--- src/rtl/fanout_fork.sv ---
// Broadcast fork: one valid/ready stream fanned out to NUM_OUT masked consumers,
// lazy (all-ready merge) or eager (per-consumer served tracking). Optional stall counter: FANOUT_FORK_PERF_EN.
module fanout_fork #(
  parameter int NUM_OUT    = 9,
  parameter int DATA_WIDTH = 17
) (
  input  logic                  clk,
  input  logic                  rst,
  input  logic                  clk_en,
  input  logic [NUM_OUT-1:0]    cfg_mask,
  input  logic                  cfg_eager,
  input  logic                  in_valid,
  input  logic [DATA_WIDTH-1:0] in_data,
  output logic                  in_ready,
  output logic [NUM_OUT-1:0]    out_valid,
  output logic [DATA_WIDTH-1:0] out_data,
  input  logic [NUM_OUT-1:0]    out_ready
`ifdef FANOUT_FORK_PERF_EN
  ,
  output logic [15:0]           perf_stall
`endif
);

  logic [NUM_OUT-1:0] served;
  logic [NUM_OUT-1:0] take;
  logic [NUM_OUT-1:0] done;
  logic               all_ready;

  assign out_data = in_data;

  always_comb begin
    done      = ~cfg_mask | served | out_ready;
    all_ready = &(~cfg_mask | out_ready);
    in_ready  = 1'b0;
    out_valid = '0;
    if (cfg_eager) begin
      out_valid = {NUM_OUT{in_valid}} & cfg_mask & ~served;
      // never report ready for a word that has not been offered yet
      in_ready  = in_valid & (&done);
    end else begin
      in_ready  = all_ready;
      out_valid = {NUM_OUT{in_valid & all_ready}} & cfg_mask;
    end
    take = out_valid & out_ready;
  end

  always_ff @(posedge clk or posedge rst) begin
    if (rst) begin
      served <= '0;
    end else if (clk_en) begin
      if (!cfg_eager || (in_valid && in_ready)) begin
        served <= '0;
      end else begin
        served <= served | take;
      end
    end
  end

`ifdef FANOUT_FORK_PERF_EN
  always_ff @(posedge clk or posedge rst) begin
    if (rst) begin
      perf_stall <= '0;
    end else if (clk_en && in_valid && !in_ready && (perf_stall != 16'hFFFF)) begin
      perf_stall <= perf_stall + 16'd1;
    end
  end
`endif

endmodule

--- config.mk ---
export PLATFORM = sky130hd
export DESIGN_NAME = fanout_fork
export DESIGN_NICKNAME = d
export VERILOG_FILES = /design/src/rtl/fanout_fork.sv
export SDC_FILE = /design/constraint.sdc
export NUM_CORES = 1
export LEC_CHECK = 0
export CORE_MARGIN = 2
export CORE_UTILIZATION = 38
export DETAILED_ROUTE_END_ITERATION = 10
export HOLD_SLACK_MARGIN = 0.08
export MAX_ROUTING_LAYER = met4
export PLACE_DENSITY = 0.87
export SYNTH_ARGS = -nofsm -noshare
export SYNTH_HDL_FRONTEND = slang
export SYNTH_SLANG_ARGS = --single-unit
--- constraint.sdc ---
create_clock -name clk -period 2.5 [get_ports clk]
set_clock_uncertainty 0.2 [all_clocks]
set_input_delay 0.25 -clock clk [delete_from_list [all_inputs] [get_ports clk]]
set_output_delay 0.25 -clock clk [all_outputs]
set_load 0.02 [all_outputs]
Word-level counts from Yosys, hierarchy flattened

Cells that the tools add are included.

Bitwise logic cells: 12
Mux-type cells: 3
Reduce and logical (&&, ||, !) cells: 5

Operator list:

| operator          | count |
|---|---|
| $and 9x9->9       | 4 |
| $or 9x9->9        | 4 |
| $mux 9            | 2 |
| $not 9->9         | 2 |
| $reduce_and 9->1  | 2 |
| $and 1x1->1       | 2 |
| $logic_and 1x1->1 | 1 |
| $logic_not 1->1   | 1 |
| $logic_or 1x1->1  | 1 |
| $mux 1            | 1 |

Input port bits: 40
Logic and storage cells: 21
Output and inout port bits: 27
Register bits: 9

Logic depth before layout (Yosys ltp)

Depth after elaboration: 9
Depth in mapped cells: 5
Mapped depth without buffers: 4

Worst setup path before layout

No wires, ideal clock.

Path kind: reg-to-output
From: register served[3]
To: output in_ready
Path buffers: 0
Cell stages (with the launch flop): 4
Arrival: 1.446 ns
Data required time: 2.050 ns
Path slack: 0.604 ns
Path through: dfrtp_1 > or3b_1 > o2111ai_2 > o41ai_1

Word-level cells in the longest chain between the ends: 5

RTL lines:

| item                    | line | RTL |
|---|---|---|
| start, declared         | 24   | `logic [NUM_OUT-1:0] served;` |
| start signal, assigned  | 54   | `served <= served \| take;` |
| $or 9x9->9 (2 in a row) | 32   | `done = ~cfg_mask \| served \| out_ready;` |
| $reduce_and 9->1        | 39   | `in_ready = in_valid & (&done);` |
| $and 1x1->1             | 39   |  |
| $mux 1                  | 36   | `if (cfg_eager) begin` |
| end, declared           | 14   | `output logic in_ready,` |

No other way between the ends.

Worst setup path after layout

From: input out_ready[4]
To: output out_valid[5]

Word-level cells in the longest chain between the ends: 5

RTL lines:

| item             | line | RTL |
|---|---|---|
| start, declared  | 17   | `input logic [NUM_OUT-1:0] out_ready` |
| $or 9x9->9       | 33   | `all_ready = &(~cfg_mask \| out_ready);` |
| $reduce_and 9->1 | 33   |  |
| $and 1x1->1      | 42   | `out_valid = {NUM_OUT{in_valid & all_ready}} & cfg_mask;` |
| $and 9x9->9      | 42   |  |
| $mux 9           | 36   |  |
| end, declared    | 15   | `output logic [NUM_OUT-1:0] out_valid,` |

No other way between the ends.

==> PnR_summary.wiki <==
{| class="wikitable"
! Metric !! Value
|-
| Least-Margin Pin Slew || 591.0 ps
|-
| Master cell of the clock root buffer || sky130_fd_sc_hd__clkbuf_4
|-
| Max-cap viol count || 0
|-
| Start of the worst register-to-register path || served[0]
|-
| Registers with the highest flip-flop counts || served: 9 flops
|-
| Antenna Nets Post-Route || 0
|-
| Total number of placement rows || 18
|-
| Aggregate global-route resource usage || 20.54%
|-
| Global-route wire length before repair || 4.229 mm
|-
| Number of synthesized flops with an enable pin || 0
|-
| Post-synthesis average cell area || 7.802 sq um
|-
| WL final || 2.810 mm
|-
| DPL Wire Length || 2.224 mm
|-
| Routed wirelength normalized by instance count || 15.19 microns
|-
| Via count of the first global-routing pass || 961
|-
| Most common cell in the synthesized netlist || sky130_fd_sc_hd__a21oi_1
|-
| Filler cell count in the final layout || 227
|-
| DR pass1 iterations || 5
|-
| Height of the die || 54.26 microns
|-
| Status || finished clean
|-
| Cell area after synthesis || 959.7 sq um
|-
| Area growth from synthesis to layout || 32.86%
|-
| Initial antenna violation count || 0
|-
| CP Capture Type || output port
|-
| Synth Warn # || 0
|-
| Hold Crit Endpoint || out_data[14]
|-
| TritonCTS sink count || 9
|-
| Area share of the largest cell type after synthesis || 23.47%
|-
| Startpoint of the tightest hold check path || in_data[14]
|-
| Cell types with the highest counts after synthesis || sky130_fd_sc_hd__a21oi_1, sky130_fd_sc_hd__buf_4, sky130_fd_sc_hd__nand2b_1, sky130_fd_sc_hd__nand2_1
|-
| Hold Vio Cnt, Final || 0
|-
| Synthesis-stage register bit count || 9
|-
| Library cell occupying the most area in the post-synthesis netlist || sky130_fd_sc_hd__dfrtp_1
|-
| Util after Layout || 52.42%
|-
| Leak Pwr || 0.6009 nW
|-
| Setup crit start kind || primary input
|-
| Final hold slack || 300.0 ps
|-
| Avg Vias per Cell || 5.476
|-
| Distinct cells, synth || 26
|-
| Buffers on Ports || 32
|-
| Setup violation total in the final timing report || 0
|-
| Power per cell area || 358.4 mW/mm^2
|-
| Placeable core area || 0.002432 sq mm
|-
| Final RePlAce weighted congestion || 0.8669
|-
| Iter 0 DRT Violations || 45
|-
| Clock period minus worst slack || 2321 ps
|-
| Depth of the most critical reg-to-reg path || 5
|-
| Biggest register || served
|-
| Data required time at the worst endpoint || 2050 ps
|-
| Vias || 1013
|-
| Share of layout cells above drive strength 1 || 27.10%
|-
| Final instance count without filler cells || 185
|-
| H-tree level count || 1
|-
| Floorplan die width || 54.26 microns
|-
| Worst R2R Setup Slack || 630 ps
|-
| Max-slew headroom at the worst pin || 60.47%
|-
| Unrepaired setup endpoints after global routing || false
|-
| CTS tree || yes
|-
| I/O pin cnt || 67
|-
| Final max-slew violation count || 0
|-
| Setup CP Type || primary input to output port
|-
| Largest fanout of any net on the critical path || 10
|-
| Largest net degree at the start of global routing || 19
|-
| Initial core utilization || 39.45%
|-
| Number of instances on the worst hold path || 0
|-
| Post-synth net total || 163
|-
| Die area || 0.002944 sq mm
|-
| Total setup buffers inserted after CTS || 0
|-
| Reg area || 225.2 sq um
|-
| Max Freq || 430.9 MHz
|-
| CP arrival || 1870 ps
|-
| Final worst-path cycle share || 92.83%
|-
| Final global-route overflow total || 0
|-
| Fraction of synthesis flops using an asynchronous set or reset pin || 100.0%
|-
| Post-synthesis sequential area ratio || 23.47%
|-
| Multi-input gate area || 544.3 sq um
|-
| Crit Reg-Reg Endpoint || served[1]
|-
| Placed cell count || 180
|-
| Path category of the worst min-delay check || primary input to output port
|-
| Total DRC errors in the routed layout || 0
|-
| Final net count || 196
|-
| CTS buffer count || 3
|-
| Largest register FFs || 9
|-
| Longest Clk Path Bufs || 2
|-
| Worst voltage drop across the vdd grid || 0.2525 mV
|-
| Prevailing post-synth register cell || sky130_fd_sc_hd__dfrtp_1
|-
| Post-synthesis cell count || 123
|-
| Clock insertion delay at the later pin of the skew report || 260 ps
|-
| Antenna diode count || 0
|-
| Main area contributors after synthesis || sky130_fd_sc_hd__dfrtp_1, sky130_fd_sc_hd__buf_4, sky130_fd_sc_hd__a21oi_1
|}
[through the flow]
step / instance area [sq um] / TNS (ps) / total power, mW / setup WS, ps
final: 1275 / 0 / 0.4570 / 179.2
after global routing: 1275 / 0 / 0.4834 / 16.33
after CTS: 1309 / 0 / 0.4601 / 30.78
after detailed placement: 1285 / -2192 / 0.3546 / -252.8
after global placement: 1285 / -1712 / 0.3501 / -202.5
after floorplan: 959.7 / 0 / 0.2963 / 604.2
[where the power goes]
part | total, mW | switching (mW) | internal (mW)
combinational | 0.184 | 0.0908 | 0.0931
clock | 0.109 | 0.0476 | 0.0613
sequential | 0.164 | 0.00797 | 0.156
total | 0.457 | 0.146 | 0.311
[critical path: stages]
cell and delay (ps):
sky130_fd_sc_hd__clkdlybuf4s50_1 490, sky130_fd_sc_hd__inv_1 40, sky130_fd_sc_hd__a222oi_1 320, sky130_fd_sc_hd__buf_4 180, sky130_fd_sc_hd__nand4_4 190, sky130_fd_sc_hd__a21oi_1 200
sky130_fd_sc_hd__clkbuf_2 200
[cell type report]
type	count	area share [%]
sequential	9	17.66
multi-input combinational	84	42.69
timing repair buffer	51	32.58
tap	30	2.944
inverter	7	2.061
clock buffer	4	2.061
[what timing repair did]
item	in CTS	in global routing
hold buffers	1	0
resized for setup	10	22
hold endpoints to repair	9	0
setup endpoints to repair	10	10
pin swaps	0	0
[cells in the final DEF, fill, tap and decap left out, types with 2 or more instances in the layout]
cell type                         Yosys  routed
sky130_fd_sc_hd__nand4_1              9       9
sky130_fd_sc_hd__or3b_2               4       4
sky130_fd_sc_hd__inv_1                7       7
sky130_fd_sc_hd__a21oi_1             27      26
sky130_fd_sc_hd__dfrtp_1              9       9
sky130_fd_sc_hd__a21oi_2              1       2
sky130_fd_sc_hd__nand2b_1            13      13
sky130_fd_sc_hd__nand2_1             10      10
sky130_fd_sc_hd__buf_4               19      18
sky130_fd_sc_hd__clkdlybuf4s50_1      0      22
sky130_fd_sc_hd__clkbuf_4             1       3
sky130_fd_sc_hd__clkbuf_2             1      10
sky130_fd_sc_hd__and3_1               7       7
sky130_fd_sc_hd__and3_2               2       2
[cells by family after synthesis]
| family | synth area share (%) |
|---|---|
| DFF | 23.47 |
| and+or+nand+nor | 33.38 |
| AOI/OAI and AO/OA | 22.95 |
| buffers and inverters | 20.21 |
[routing by layer]
| layer | global-route usage, % | routed length [microns] | up-vias | share of wire (%) |
|---|---|---|---|---|
| met4 | 6.667 | 46 | 0 | 1.6 |
| met1 | 22.37 | 1092 | 478 | 39 |
| li1 | - | - | 488 | - |
| met3 | 5.191 | 213 | 8 | 7.6 |
| met2 | 36.35 | 1457 | 39 | 52 |
| met5 | - | 0 | - | 0 |
[worst max path at each step]
stage                      start            to  cells after the start
floorplan              served[3]      in_ready                      3
global placement    out_ready[4]  out_valid[3]                      7
detailed placement  out_ready[4]  out_valid[5]                      7
CTS                 out_ready[4]  out_valid[5]                      7
global route        out_ready[4]  out_valid[5]                      7
finish              out_ready[4]  out_valid[5]                      7
Note: power is estimated with default switching activity, not from simulation.
